## config.mk

```make
export PLATFORM = sky130hd
export DESIGN_NAME = puf_resp_uart_tx
export DESIGN_NICKNAME = d
export VERILOG_FILES = /design/src/rtl/puf_resp_uart_tx.sv
export SDC_FILE = /design/constraint.sdc
export NUM_CORES = 1
export LEC_CHECK = 0
export CAP_MARGIN = 10
export CORE_ASPECT_RATIO = 1.75
export CORE_UTILIZATION = 45
export CTS_CLUSTER_SIZE = 12
export DETAILED_ROUTE_END_ITERATION = 8
export PLACE_DENSITY = 0.67
export SYNTH_ARGS = -nofsm -noshare
export SYNTH_HDL_FRONTEND = slang
export SYNTH_SLANG_ARGS = --single-unit
```

## constraint.sdc

```tcl
create_clock -name clk -period 5.25 [get_ports clk]
set_input_delay 1.575 -clock clk [delete_from_list [all_inputs] [get_ports clk]]
set_output_delay 1.575 -clock clk [all_outputs]
set_load 0.03 [all_outputs]
```

## src/rtl/puf_resp_uart_tx.sv

```systemverilog
// PUF response return path: latches each evaluation into a one-entry slot, frames it
// as A5 / chal_id / response / checksum, and sends it out 8N1.
module puf_resp_uart_tx #(
    parameter int CLOCK_FRE = 100000000,
    parameter int BAUD_RATE = 19200,
    parameter int K         = 6
) (
    input  logic         clk,
    input  logic         rst,
    input  logic         resp_ready,
    input  logic         resp_bit,
    input  logic [K-1:0] resp_bit_a,
    input  logic [7:0]   chal_id,
    input  logic         ovf_clr,
    output logic         tx,
    output logic         busy,
    output logic         overflow
);
    localparam int DIV = CLOCK_FRE / BAUD_RATE;
    localparam int CW  = (DIV > 1) ? $clog2(DIV) : 1;
    localparam logic [CW-1:0] DIV_LAST = CW'(DIV - 1);

    typedef enum logic [1:0] {IDLE, START, DATA, STOP} state_t;

    state_t            state, stateNext;
    logic [CW-1:0]     baudCnt, baudCntNext;
    logic [2:0]        bitIdx, bitIdxNext;
    logic [1:0]        bytesLeft, bytesLeftNext;
    logic [7:0]        shiftReg, shiftRegNext;
    logic [2:0][7:0]   restBytes, restBytesNext;
    logic              slotFull, slotFullNext;
    logic [7:0]        slotId, slotIdNext;
    logic              slotBit, slotBitNext;
    logic [K-1:0]      slotA, slotANext;
    logic              txNext, busyNext, overflowNext;
    logic              baudDone, take, drop;
    logic [7:0]        b2, b3;

    always_ff @(posedge clk or posedge rst) begin
        if (rst) begin
            state     <= IDLE;
            baudCnt   <= '0;
            bitIdx    <= '0;
            bytesLeft <= '0;
            shiftReg  <= '0;
            restBytes <= '0;
            slotFull  <= 1'b0;
            slotId    <= '0;
            slotBit   <= 1'b0;
            slotA     <= '0;
            tx        <= 1'b1;
            busy      <= 1'b0;
            overflow  <= 1'b0;
        end else begin
            state     <= stateNext;
            baudCnt   <= baudCntNext;
            bitIdx    <= bitIdxNext;
            bytesLeft <= bytesLeftNext;
            shiftReg  <= shiftRegNext;
            restBytes <= restBytesNext;
            slotFull  <= slotFullNext;
            slotId    <= slotIdNext;
            slotBit   <= slotBitNext;
            slotA     <= slotANext;
            tx        <= txNext;
            busy      <= busyNext;
            overflow  <= overflowNext;
        end
    end

    // Response byte: XOR bit in the MSB, APUF bits right-aligned, zero fill between.
    always_comb begin
        b2        = '0;
        b2[K-1:0] = slotA;
        b2[7]     = slotBit;
        b3        = 8'hA5 ^ slotId ^ b2;
    end

    always_comb begin
        stateNext     = state;
        baudCntNext   = baudCnt;
        bitIdxNext    = bitIdx;
        bytesLeftNext = bytesLeft;
        shiftRegNext  = shiftReg;
        restBytesNext = restBytes;
        slotFullNext  = slotFull;
        slotIdNext    = slotId;
        slotBitNext   = slotBit;
        slotANext     = slotA;
        txNext        = tx;
        overflowNext  = overflow;
        take          = 1'b0;
        drop          = 1'b0;
        baudDone      = (baudCnt == DIV_LAST);

        if (state != IDLE)
            baudCntNext = baudDone ? '0 : baudCnt + 1'b1;

        case (state)
            IDLE: if (slotFull) take = 1'b1;
            START: if (baudDone) begin
                stateNext  = DATA;
                bitIdxNext = '0;
                txNext     = shiftReg[0];
            end
            DATA: if (baudDone) begin
                if (bitIdx == 3'd7) begin
                    stateNext = STOP;
                    txNext    = 1'b1;
                end else begin
                    bitIdxNext   = bitIdx + 3'd1;
                    shiftRegNext = shiftReg >> 1;
                    txNext       = shiftReg[1];
                end
            end
            STOP: if (baudDone) begin
                if (bytesLeft != 2'd0) begin
                    stateNext     = START;
                    txNext        = 1'b0;
                    shiftRegNext  = restBytes[0];
                    restBytesNext = {8'h00, restBytes[2], restBytes[1]};
                    bytesLeftNext = bytesLeft - 2'd1;
                end else if (slotFull) begin
                    take = 1'b1;
                end else begin
                    stateNext = IDLE;
                end
            end
            default: stateNext = IDLE;
        endcase

        if (take) begin
            stateNext     = START;
            txNext        = 1'b0;
            baudCntNext   = '0;
            shiftRegNext  = 8'hA5;
            restBytesNext = {b3, b2, slotId};
            bytesLeftNext = 2'd3;
            slotFullNext  = 1'b0;
        end

        // A slot being emptied this edge can accept the incoming response.
        if (resp_ready) begin
            if (!slotFull || take) begin
                slotFullNext = 1'b1;
                slotIdNext   = chal_id;
                slotBitNext  = resp_bit;
                slotANext    = resp_bit_a;
            end else begin
                drop = 1'b1;
            end
        end

        if (ovf_clr) overflowNext = 1'b0;
        if (drop)    overflowNext = 1'b1;

        busyNext = (stateNext != IDLE) | slotFullNext;
    end
endmodule

```

==> run_results.csv <==
group,metric,value,unit
outcome,status,"completed",
final_layout,syn_to_final_growth,13.91,%
synthesis,synth-async-reset-ratio,1.000,
power,p_leak,0.001841,uW
critical_path,r2r_start,"state[0]$_DFF_PP0_",
floorplan,rows,43,
drt,routed_wl,7271,um
floorplan,dieArea,8679,um2
timing,finalMaxSlewViolations,0,
final_layout,diodes,0,
critical_path,crit_buf_inv,1,
synthesis,postSynthAreaPerCell,11.70,um2
clock_network,ctsLongestPathBuffers,2,
critical_path,cpMaxStageDelayCell,"clkdlybuf4s50_1",
clock_network,root_buffer,"clkbuf_16",
drt,vias,2505,
synthesis,synth_edf_count,0,
timing,finalClockSkew,6.600,ps
drt,wl_per_cell,16.87,um
critical_path,crit_path_cell_trace,"clkdlybuf4s50_1",
critical_path,path_delay_family,"buffers and inverters",
clock_network,ctsResizeCount,0,
global_route,grt_pass1_wl,12180,um
critical_path,critical_path_depth,1,
critical_path,path_max_fanout,2,
critical_path,endpoint_kind,"output pin",
global_route,gr-usage-all-layers,0.1861,
placement,dp_cells,417,
critical_path,reg2reg_depth,5,
synthesis,postSynthCellCount,319,
timing,fin_ws,2154,ps
power,finalPower,2095,uW
synthesis,syn_nets,347,
placement,pre_cts_ws,1978,ps
floorplan,dieHeight,122.5,um
floorplan,die_x,70.86,um
final_layout,nets,366,
hold_path,hold-path-endpoint,"bytesLeft[1]$_DFFE_PP0P_",
global_route,antenna_found_initial,0,
drt,drt-initial-drc-count,175,
timing,rsz0062_at_grt,"no",
synthesis,yosysUniqueCellTypes,55,
clock_network,insertion_delay,330,ps
final_layout,drive_gt1_frac,0.2053,
timing,slew_headroom,0.4324,
global_route,grt_pass1_vias,2545,
critical_path,crit_path_start_kind,"flop",
critical_path,slowest_delay,660,ps
flow_run,maxCapViolations,0,
synthesis,yosysMostFrequentCell,"dfrtp_1",
drt,viasPerCell,5.812,
timing,fin_setup_tns,0,ps
hold_path,hp-class,"flop to flop",
timing,finalCritPeriodShare,0.5897,
timing,finalSetupViolCount,0,
placement,gp_congestion,0.8058,
floorplan,start_util,0.4689,
clock_network,hold_buffers,0,
synthesis,synth_area,3734,um2
synthesis,seq_area_frac_synth,0.4762,
power,vdd_drop_max,0.2563,mV
synthesis,synth.area.top_cells,"dfrtp_1, mux2_2, mux2_4, mux2i_1, ha_1",
clock_network,numCtsBuffers,9,
drt,firstDrtPassIters,6,
final_layout,finalNonFillerCells,431,
synthesis,synth_top_cell_by_area,"dfrtp_1",
clock_network,cts_tree,"yes",
floorplan,core-area,7963,um2
synthesis,ys_ff_latch,71,
critical_path,arrival,1520,ps
critical_path,crit_required,3680,ps
critical_path,r2r_slack,2430,ps
clock_network,cts_sinks,71,
hold_path,whs_path_depth,2,
global_route,grt_max_degree,35,
synthesis,synth_ff_type,"dfrtp_1",
synthesis,ys_warn_count,0,
hold_path,min_from,"bytesLeft[1]$_DFFE_PP0P_",
global_route,overflow,0,
timing,fmaxAchievable,323.0,MHz
clock_network,htreeDepth,3,
critical_path,r2r_end,"restBytes[12]$_DFFE_PP0P_",
placement,dp_hpwl,4998,um
placement,io_buffers,21,
floorplan,num_io_pins,22,
timing,fin_crit,3096,ps
drt,route.detailed.drc,0,
timing,tightest_slew,849.4,ps
critical_path,crit_type,"flop to output pin",
timing,hold_violations,0,
synthesis,synth_top_area_frac,0.4692,
drt,postRouteAntennaNets,0,
power,powerDensity,492.7,nW/um2
clock_network,path_clk_slew,50,ps
synthesis,yosys-top-cells-count,"dfrtp_1, mux2_2, nand2_1",
clock_network,cts_setup_buffers,0,
area by class of cell:
class | instances | area, um2
inverter | 14 | 52.55
timing repair buffer | 25 | 240.2
tap | 90 | 112.6
clock inverter | 1 | 5.005
sequential | 71 | 1778
multi-input combinational | 217 | 1804
clock buffer | 13 | 260.3
fill | 685 | 3710
worst max-delay path by stage:
stage | from | end
floorplan | rst | baudCnt[0]$_DFFE_PP0P_
global placement | resp_ready | slotId[0]$_DFFE_PP0P_
detailed placement | resp_ready | slotId[6]$_DFFE_PP0P_
CTS | tx$_DFFE_PP1P_ | tx
global route | tx$_DFFE_PP1P_ | tx
finish | tx$_DFFE_PP1P_ | tx
logic make-up (layout without fill, tap and decap cells):
kind of cell    after synthesis  in the layout  synth area share
buf+inv                      31             53           0.04055
flops                        71             71            0.4762
fa+ha+maj                     9              9           0.03016
compound gates               57             57            0.1042
simple gates                 77             77            0.1267
mux                          60             60            0.1893
xor+xnor                     14             14           0.03284
report_power, final:
group / leakage [uW] / internal, uW / switching (uW)
sequential: 0.000858 / 732 / 136
clock: 0.000132 / 339 / 210
combinational: 0.000851 / 383 / 295
layer usage:
layer	track usage	up-vias	part of all wire	wire length [um]
li1	-	1197	-	-
met1	0.2002	1249	0.41	2961
met2	0.3299	41	0.53	3879
met3	0.03120	18	0.023	170
met4	0.1275	0	0.036	260
met5	0	-	0	0
metrics by stage:
step                area, um2  utilization  hold WS (ps)
floorplan                3734            -         477.3
global placement         3988       0.5008         491.2
detailed placement       3988       0.5008         507.7
CTS                      4253       0.5341         520.9
global route             4253       0.5341         535.0
finish                   4253       0.5341         515.6
flip-flops by register name (all words and copies together) (netlist names):
register,cells
baudCnt,13
bitIdx,3
busy,1
bytesLeft,2
overflow,1
restBytes,24
shiftReg,8
slotA,6
slotBit,1
slotFull,1
slotId,8
state,2
tx,1
cells in the final DEF, fill, tap and decap left out, types with 5 or more instances in the layout:
cell type        instances
a21oi_1                 15
clkbuf_16                9
clkdlybuf4s50_1         21
dfrtp_1                 70
ha_1                     9
inv_1                   13
mux2_2                  29
mux2_4                  14
mux2i_1                 17
nand2_1                 23
nand3_1                 10
nand4_1                  5
nor2_1                   7
o211ai_1                 5
o21ai_0                 11
or3_1                    5
xnor2_1                  9
xor2_1                   5
No activity file was read; power rests on OpenSTA's default activity.
